File: src/rtl/ovl_win_arbiter_if.sv
// Bus between the requesters and ovl_win_arbiter, plus the checker-facing outputs.
// The master side drives requests. The slave side (the arbiter) returns grants and window pulses.
interface ovl_win_arbiter_if #(
   parameter int NUM_REQ = 4,
   parameter int WIDTH   = 4,
   parameter int CNT_W   = 8
);

   logic                       enable;
   logic [NUM_REQ-1:0]         req;
   logic [NUM_REQ*WIDTH-1:0]   req_expr;
   logic [NUM_REQ*CNT_W-1:0]   req_len;

   logic [NUM_REQ-1:0]         gnt;
   logic                       start_event;
   logic                       end_event;
   logic [WIDTH-1:0]           test_expr;
   logic                       busy;
   logic [NUM_REQ-1:0]         done;

   modport master (
      output enable,
      output req,
      output req_expr,
      output req_len,
      input  gnt,
      input  start_event,
      input  end_event,
      input  test_expr,
      input  busy,
      input  done
   );

   modport slave (
      input  enable,
      input  req,
      input  req_expr,
      input  req_len,
      output gnt,
      output start_event,
      output end_event,
      output test_expr,
      output busy,
      output done
   );

endinterface

File: src/rtl/ovl_win_arbiter.sv
// ovl_win_arbiter: shares one ovl_win_unchange checker among NUM_REQ requesters.
// Requesters are granted round-robin. The winner's expression is muxed onto test_expr, and the
// window is bracketed with start_event and end_event.
// Optional feature: define OVL_WIN_ARB_STATS_EN to add a saturating win_count output.
module ovl_win_arbiter #(
   parameter int NUM_REQ = 4,
   parameter int WIDTH   = 4,
   parameter int CNT_W   = 8
) (
   input  logic                 clock,
   input  logic                 reset,
   ovl_win_arbiter_if.slave     bus
`ifdef OVL_WIN_ARB_STATS_EN
   ,
   output logic [15:0]          win_count
`endif
);

   localparam int PTR_W = (NUM_REQ > 1) ? $clog2(NUM_REQ) : 1;

   localparam logic [1:0] ST_IDLE   = 2'd0;
   localparam logic [1:0] ST_START  = 2'd1;
   localparam logic [1:0] ST_WINDOW = 2'd2;
   localparam logic [1:0] ST_END    = 2'd3;

   logic [1:0]          state_q,  state_d;
   logic [NUM_REQ-1:0]  gnt_q,    gnt_d;
   logic [CNT_W-1:0]    cnt_q,    cnt_d;
   logic [PTR_W-1:0]    rr_ptr_q, rr_ptr_d;

   logic                win_found;
   logic [PTR_W-1:0]    win_idx;
   logic [PTR_W-1:0]    gnt_idx;
   logic [WIDTH-1:0]    expr_mux;

   // Round-robin search: the first set request bit starting at rr_ptr and wrapping around.
   always_comb begin
      win_found = 1'b0;
      win_idx   = '0;
      for (int k = 0; k < NUM_REQ; k++) begin
         if (!win_found && bus.req[(int'(rr_ptr_q) + k) % NUM_REQ]) begin
            win_found = 1'b1;
            win_idx   = PTR_W'((int'(rr_ptr_q) + k) % NUM_REQ);
         end
      end
   end

   // Binary index of the current one-hot grant, used to advance the pointer.
   always_comb begin
      gnt_idx = '0;
      for (int i = 0; i < NUM_REQ; i++) begin
         if (gnt_q[i]) begin
            gnt_idx = PTR_W'(i);
         end
      end
   end

   // Live pass-through of the granted requester's expression; zero when nobody holds the grant.
   always_comb begin
      expr_mux = '0;
      for (int i = 0; i < NUM_REQ; i++) begin
         if (gnt_q[i]) begin
            expr_mux = expr_mux | bus.req_expr[i*WIDTH +: WIDTH];
         end
      end
   end

   // Window sequencing: grant in IDLE, one START cycle, count down len cycles, then one END cycle.
   always_comb begin
      state_d  = state_q;
      gnt_d    = gnt_q;
      cnt_d    = cnt_q;
      rr_ptr_d = rr_ptr_q;
      case (state_q)
         ST_IDLE: begin
            if (bus.enable && win_found) begin
               state_d          = ST_START;
               gnt_d            = '0;
               gnt_d[win_idx]   = 1'b1;
               cnt_d            = bus.req_len[int'(win_idx)*CNT_W +: CNT_W];
            end
         end
         ST_START: begin
            if (cnt_q == '0) begin
               state_d = ST_END;
            end else begin
               state_d = ST_WINDOW;
            end
         end
         ST_WINDOW: begin
            cnt_d = cnt_q - 1'b1;
            if (cnt_q == CNT_W'(1)) begin
               state_d = ST_END;
            end
         end
         ST_END: begin
            state_d = ST_IDLE;
            gnt_d   = '0;
            cnt_d   = '0;
            if (int'(gnt_idx) == NUM_REQ - 1) begin
               rr_ptr_d = '0;
            end else begin
               rr_ptr_d = gnt_idx + 1'b1;
            end
         end
         default: begin
            state_d = ST_IDLE;
            gnt_d   = '0;
            cnt_d   = '0;
         end
      endcase
   end

   // State registers. A reset in the middle of a window abandons it without an end_event.
   always_ff @(posedge clock) begin
      if (!reset) begin
         state_q  <= ST_IDLE;
         gnt_q    <= '0;
         cnt_q    <= '0;
         rr_ptr_q <= '0;
      end else begin
         state_q  <= state_d;
         gnt_q    <= gnt_d;
         cnt_q    <= cnt_d;
         rr_ptr_q <= rr_ptr_d;
      end
   end

   assign bus.gnt         = gnt_q;
   assign bus.start_event = (state_q == ST_START);
   assign bus.end_event   = (state_q == ST_END);
   assign bus.busy        = (state_q != ST_IDLE);
   assign bus.done        = (state_q == ST_END) ? gnt_q : '0;
   assign bus.test_expr   = expr_mux;

`ifdef OVL_WIN_ARB_STATS_EN
   logic [15:0] win_count_q, win_count_d;

   // Count completed windows, holding at all-ones rather than wrapping.
   always_comb begin
      win_count_d = win_count_q;
      if ((state_q == ST_END) && (win_count_q != 16'hFFFF)) begin
         win_count_d = win_count_q + 16'd1;
      end
   end

   // Window-count register, cleared by reset.
   always_ff @(posedge clock) begin
      if (!reset) begin
         win_count_q <= '0;
      end else begin
         win_count_q <= win_count_d;
      end
   end

   assign win_count = win_count_q;
`endif

endmodule

File: src/flat_wrapper.sv
// flat-port wrapper written by rule: the top's interface ports become plain ports
module ovl_win_arbiter_flat 
#(
   parameter int NUM_REQ = 4,
   parameter int WIDTH   = 4,
   parameter int CNT_W   = 8
)
  (clock, reset, bus_enable, bus_req, bus_req_expr, bus_req_len, bus_gnt, bus_start_event, bus_end_event, bus_test_expr, bus_busy, bus_done);
  ovl_win_arbiter_if #(.NUM_REQ(NUM_REQ), .WIDTH(WIDTH), .CNT_W(CNT_W)) bus_i ();
  input  logic clock;
  input  logic reset;
  input wire logic [$bits(bus_i.enable)-1:0] bus_enable;
  input wire logic [$bits(bus_i.req)-1:0] bus_req;
  input wire logic [$bits(bus_i.req_expr)-1:0] bus_req_expr;
  input wire logic [$bits(bus_i.req_len)-1:0] bus_req_len;
  output wire logic [$bits(bus_i.gnt)-1:0] bus_gnt;
  output wire logic [$bits(bus_i.start_event)-1:0] bus_start_event;
  output wire logic [$bits(bus_i.end_event)-1:0] bus_end_event;
  output wire logic [$bits(bus_i.test_expr)-1:0] bus_test_expr;
  output wire logic [$bits(bus_i.busy)-1:0] bus_busy;
  output wire logic [$bits(bus_i.done)-1:0] bus_done;
  assign bus_i.enable = bus_enable;
  assign bus_i.req = bus_req;
  assign bus_i.req_expr = bus_req_expr;
  assign bus_i.req_len = bus_req_len;
  assign bus_gnt = bus_i.gnt;
  assign bus_start_event = bus_i.start_event;
  assign bus_end_event = bus_i.end_event;
  assign bus_test_expr = bus_i.test_expr;
  assign bus_busy = bus_i.busy;
  assign bus_done = bus_i.done;
  ovl_win_arbiter #(.NUM_REQ(NUM_REQ), .WIDTH(WIDTH), .CNT_W(CNT_W)) u_core (.clock(clock), .reset(reset), .bus(bus_i));
endmodule
File: config.mk
export PLATFORM = sky130hd
export DESIGN_NAME = ovl_win_arbiter_flat
export DESIGN_NICKNAME = d
export VERILOG_FILES = /design/src/rtl/ovl_win_arbiter_if.sv /design/src/rtl/ovl_win_arbiter.sv /design/src/flat_wrapper.sv
export SDC_FILE = /design/constraint.sdc
export NUM_CORES = 1
export LEC_CHECK = 0
export CORE_MARGIN = 2
export CORE_UTILIZATION = 44
export DETAILED_ROUTE_END_ITERATION = 16
export PLACE_DENSITY = 0.86
export SYNTH_ARGS = -nofsm -noshare
export SYNTH_HDL_FRONTEND = slang
export SYNTH_SLANG_ARGS = --single-unit
File: constraint.sdc
create_clock -name clock -period 2.9 [get_ports clock]
set_input_delay 0.58 -clock clock [delete_from_list [all_inputs] [get_ports clock]]
set_output_delay 0.58 -clock clock [all_outputs]
set_load 0.01 [all_outputs]
==> results by group <==
Run status
  – Result of the run: complete, no violations

Worst hold path
  – Class of the worst hold path: reg -> reg

Synthesis
  – Simple-gate share of the synthesized area: 0.1820
  – Mapped cell area: 0.001458 mm^2
  – Share of the synthesized netlist area taken by xor and xnor gates: 0.01803
  – Flip-flop and latch count after synthesis: 16
  – Adder and majority cell fraction of the synthesized area: 0.06867
  – Compound-gate portion of the synthesized area: 0.2712
  – Yosys synthesis warning count: 0
  – Multiplexer area fraction after synthesis: 0.1682
  – Main synth FF type: dfxtp_1
  – Dominant combinational cell family by area after synthesis: compound AO/OA/AOI/OAI gates
  – Number of flops mapped to enable cells by yosys: 0
  – Mapped Nets: 233
  – Cells after Synth: 170
  – Post-synthesis cell type count: 45
  – Part of the Yosys area used for sequential elements: 0.2197
  – Per-instance average area after synthesis: 8.574 um^2
  – Proportion of register bits with asynchronous set or reset after synthesis: 0

Detailed routing
  – DRC Markers: 0
  – Total iterations of the first detailed-routing run: 4
  – Detailed router's first-iteration violation count: 32
  – Total number of vias: 1500
  – Wirelength, routed: 3.831 mm
  – Vias per std cell: 5.376
  – DRT antenna net count: 0
  – Routed wirelength normalized by instance count: 13.73 um

Setup path
  – Stage delay of the slowest cell on the critical path: 0.53 ns
  – Sequence of cells on the critical path: ha_1, and2_1, clkdlybuf4s50_1
  – Slowest CP cell: clkdlybuf4s50_1
  – Endpoint class of the critical path: primary output
  – Buf+Inv Stages, Crit Path: 1
  – Gate family responsible for the most delay along the worst path: buffers and inverters
  – Startpoint type of the worst setup path: flip-flop
  – Critical path required time: 2.32 ns
  – Classification of the worst setup path: reg -> out
  – Data arrival, critical path: 1.88 ns
  – Critical-path maximum fanout: 12

STA
  – Final setup violation count: 0
  – Number of pins exceeding their max-slew limit in the final report: 0
  – Final hold violations: 0
  – Minimum clock period after layout: 2.465 ns
  – Sum of negative setup slack: 0 ns
  – Setup repair after global routing missed its margin: no
  – Final setup skew: 0.004523 ns
  – Transition time at the pin with the least slew margin: 0.8152 ns
  – Final period utilization: 0.8499
  – Highest attainable clock frequency: 405.7 MHz
  – Normalized max-slew margin: 0.4566

Power
  – Peak supply drop: 0.4151 mV
  – Leakage: 0.8288 nW
  – Pwr dens: 696.9 mW/mm^2

Place
  – Final weighted congestion in routability-driven placement: 0.8040
  – # port buffers: 69
  – Half-perimeter wire length after placement: 3.098 mm

Clocking
  – Clock insertion delay at the later pin of the skew report: 0.30 ns
  – Post CTS Setup Buffer Count: 0
  – TritonCTS Buffers: 3
  – Buffer levels on the longest clock path: 2
  – Clock transition at path regs: 0.10 ns
  – Number of H-tree levels: 1
  – CTS resizes: 0
  – Hold buffer count at cts: 0
  – Sink count of the clock tree: 16
  – Clock tree from TritonCTS: yes
  – Buffer type at the clock tree root: clkbuf_4

Finish
  – Final #Nets: 299
  – Sequential cell area: 320.3 um^2
  – Synth-to-Final Area Change: 49.53%
  – Highest-count cells in the layout ignoring fill and taps: 69 x clkdlybuf4s50_1, 20 x mux2i_1, 17 x nor2_1
  – Number of fillers in the final layout: 262
  – Most common library cell in the layout ignoring fill and taps: clkdlybuf4s50_1
  – Multi-input logic area: 0.001032 mm^2
  – Final core utilization: 0.7024
  – Fraction of final layout cells sized beyond drive strength 1: 0.08936
  – Diodes inserted: 0

GRT
  – Initial antenna violation count: 0
  – Number of global-route vias before repair: 1493
  – First-pass GRT wire length: 6.216 mm
  – Total overflow reported by the global router: 0
  – Pin count of the biggest net entering global routing: 18
  – Gr usage total: 0.2217

Floorplan
  – Die Outline Area: 0.003789 mm^2
  – Floorplan die width: 61.56 um
  – Chip Height: 61.56 um
  – FP Rows: 20
  – Initial standard-cell utilization of the core: 0.4698
  – Boundary Pins: 70
  – Placeable core area: 0.003103 mm^2

Run
  – Max-capacitance violation count: 0
## state kept, by name, indices dropped and copies added, names as in the netlist
| name | cells |
|---|---|
| u_core.bus.gnt | 4 |
| u_core.cnt_q | 8 |
| u_core.state_q | 2 |
| u_core.rr_ptr_q | 2 |
## area by class of cell
class                   instances  area share
inverters                      10     0.01722
multi-input cells             135      0.4736
repair buffers                 70      0.3203
clock buffers                   4     0.01665
well taps                      44     0.02526
flip-flops and latches         16      0.1470
## final timing paths
path / slack (ns) / to / from / cells past startpoint
max reg2reg: 0.74 / u_core.cnt_q[5] / u_core.state_q[0] / 7
min: 0.56 / u_core.rr_ptr_q[0] / u_core.rr_ptr_q[0] / 2
max: 0.44 / bus_done[3] / u_core.state_q[1] / 3
min reg2reg: 0.56 / u_core.rr_ptr_q[0] / u_core.rr_ptr_q[0] / 2
## kinds of logic after synthesis
| kind of cell | after synthesis |
|---|---|
| AOI/OAI and AO/OA | 50 |
| and+or+nand+nor | 50 |
| muxes | 24 |
| buffers and inverters | 19 |
| DFF | 16 |
| adders and majority gates | 8 |
| xor gates and xnor gates | 3 |
## through the flow
stage / cells / setup slack [ns] / power, W / hold WS, ns / area [um^2]
after floorplan: 170 / 0.8800 / 0.001082 / 0.4669 / 1458
after global placement: 275 / 0.2356 / 0.001324 / 0.5251 / 2143
after detailed placement: 275 / 0.1791 / 0.001356 / 0.5449 / 2143
after CTS: 279 / 0.4258 / 0.001518 / 0.5632 / 2180
after global routing: 279 / 0.3024 / 0.001655 / 0.5969 / 2180
final: 279 / 0.4354 / 0.001519 / 0.5609 / 2180
## power breakdown
group	switching (W)	internal [W]	leakage, nW	total, W
Combinational	0.000476	0.000473	0.676	0.000949
Clock	0.0000792	0.0000767	0.0210	0.000156
Sequential	0.000114	0.000300	0.131	0.000414
## worst reg2reg max path, delay by kind of cell (launching register included)
kind                       cells  cell delay (ns)
AOI/OAI and AO/OA              3             0.88
and+or+nand+nor                2             0.46
DFF                            1             0.38
adders and majority gates      1             0.27
buffers and inverters          1             0.11
## cell usage after synthesis (all sizes together) (3+ instances only)
master / number / area [um^2]
nand2: 12 / 50.05
dfxtp: 16 / 320.3
o22ai: 5 / 31.28
mux2: 4 / 45.04
inv: 9 / 33.78
mux2i: 20 / 200.2
a21o: 4 / 30.03
clkbuf: 7 / 37.53
ha: 8 / 100.1
o221a: 3 / 33.78
nand2b: 3 / 21.27
a22oi: 13 / 102.6
nor2: 18 / 75.07
a21oi: 8 / 40.04
xnor2: 3 / 26.28
and2: 4 / 25.02
nor3: 3 / 15.01
o21ai: 7 / 35.03
## per-layer routing
metal / GRT usage / vias to the layer above / share of wire
li1: - / 753 / -
met1: 0.2147 / 674 / 0.38
met2: 0.4556 / 66 / 0.53
met3: 0.03571 / 7 / 0.076
met4: 0.08207 / 0 / 0.013
met5: 0 / - / 0
Note: power is estimated with default switching activity, not from simulation.
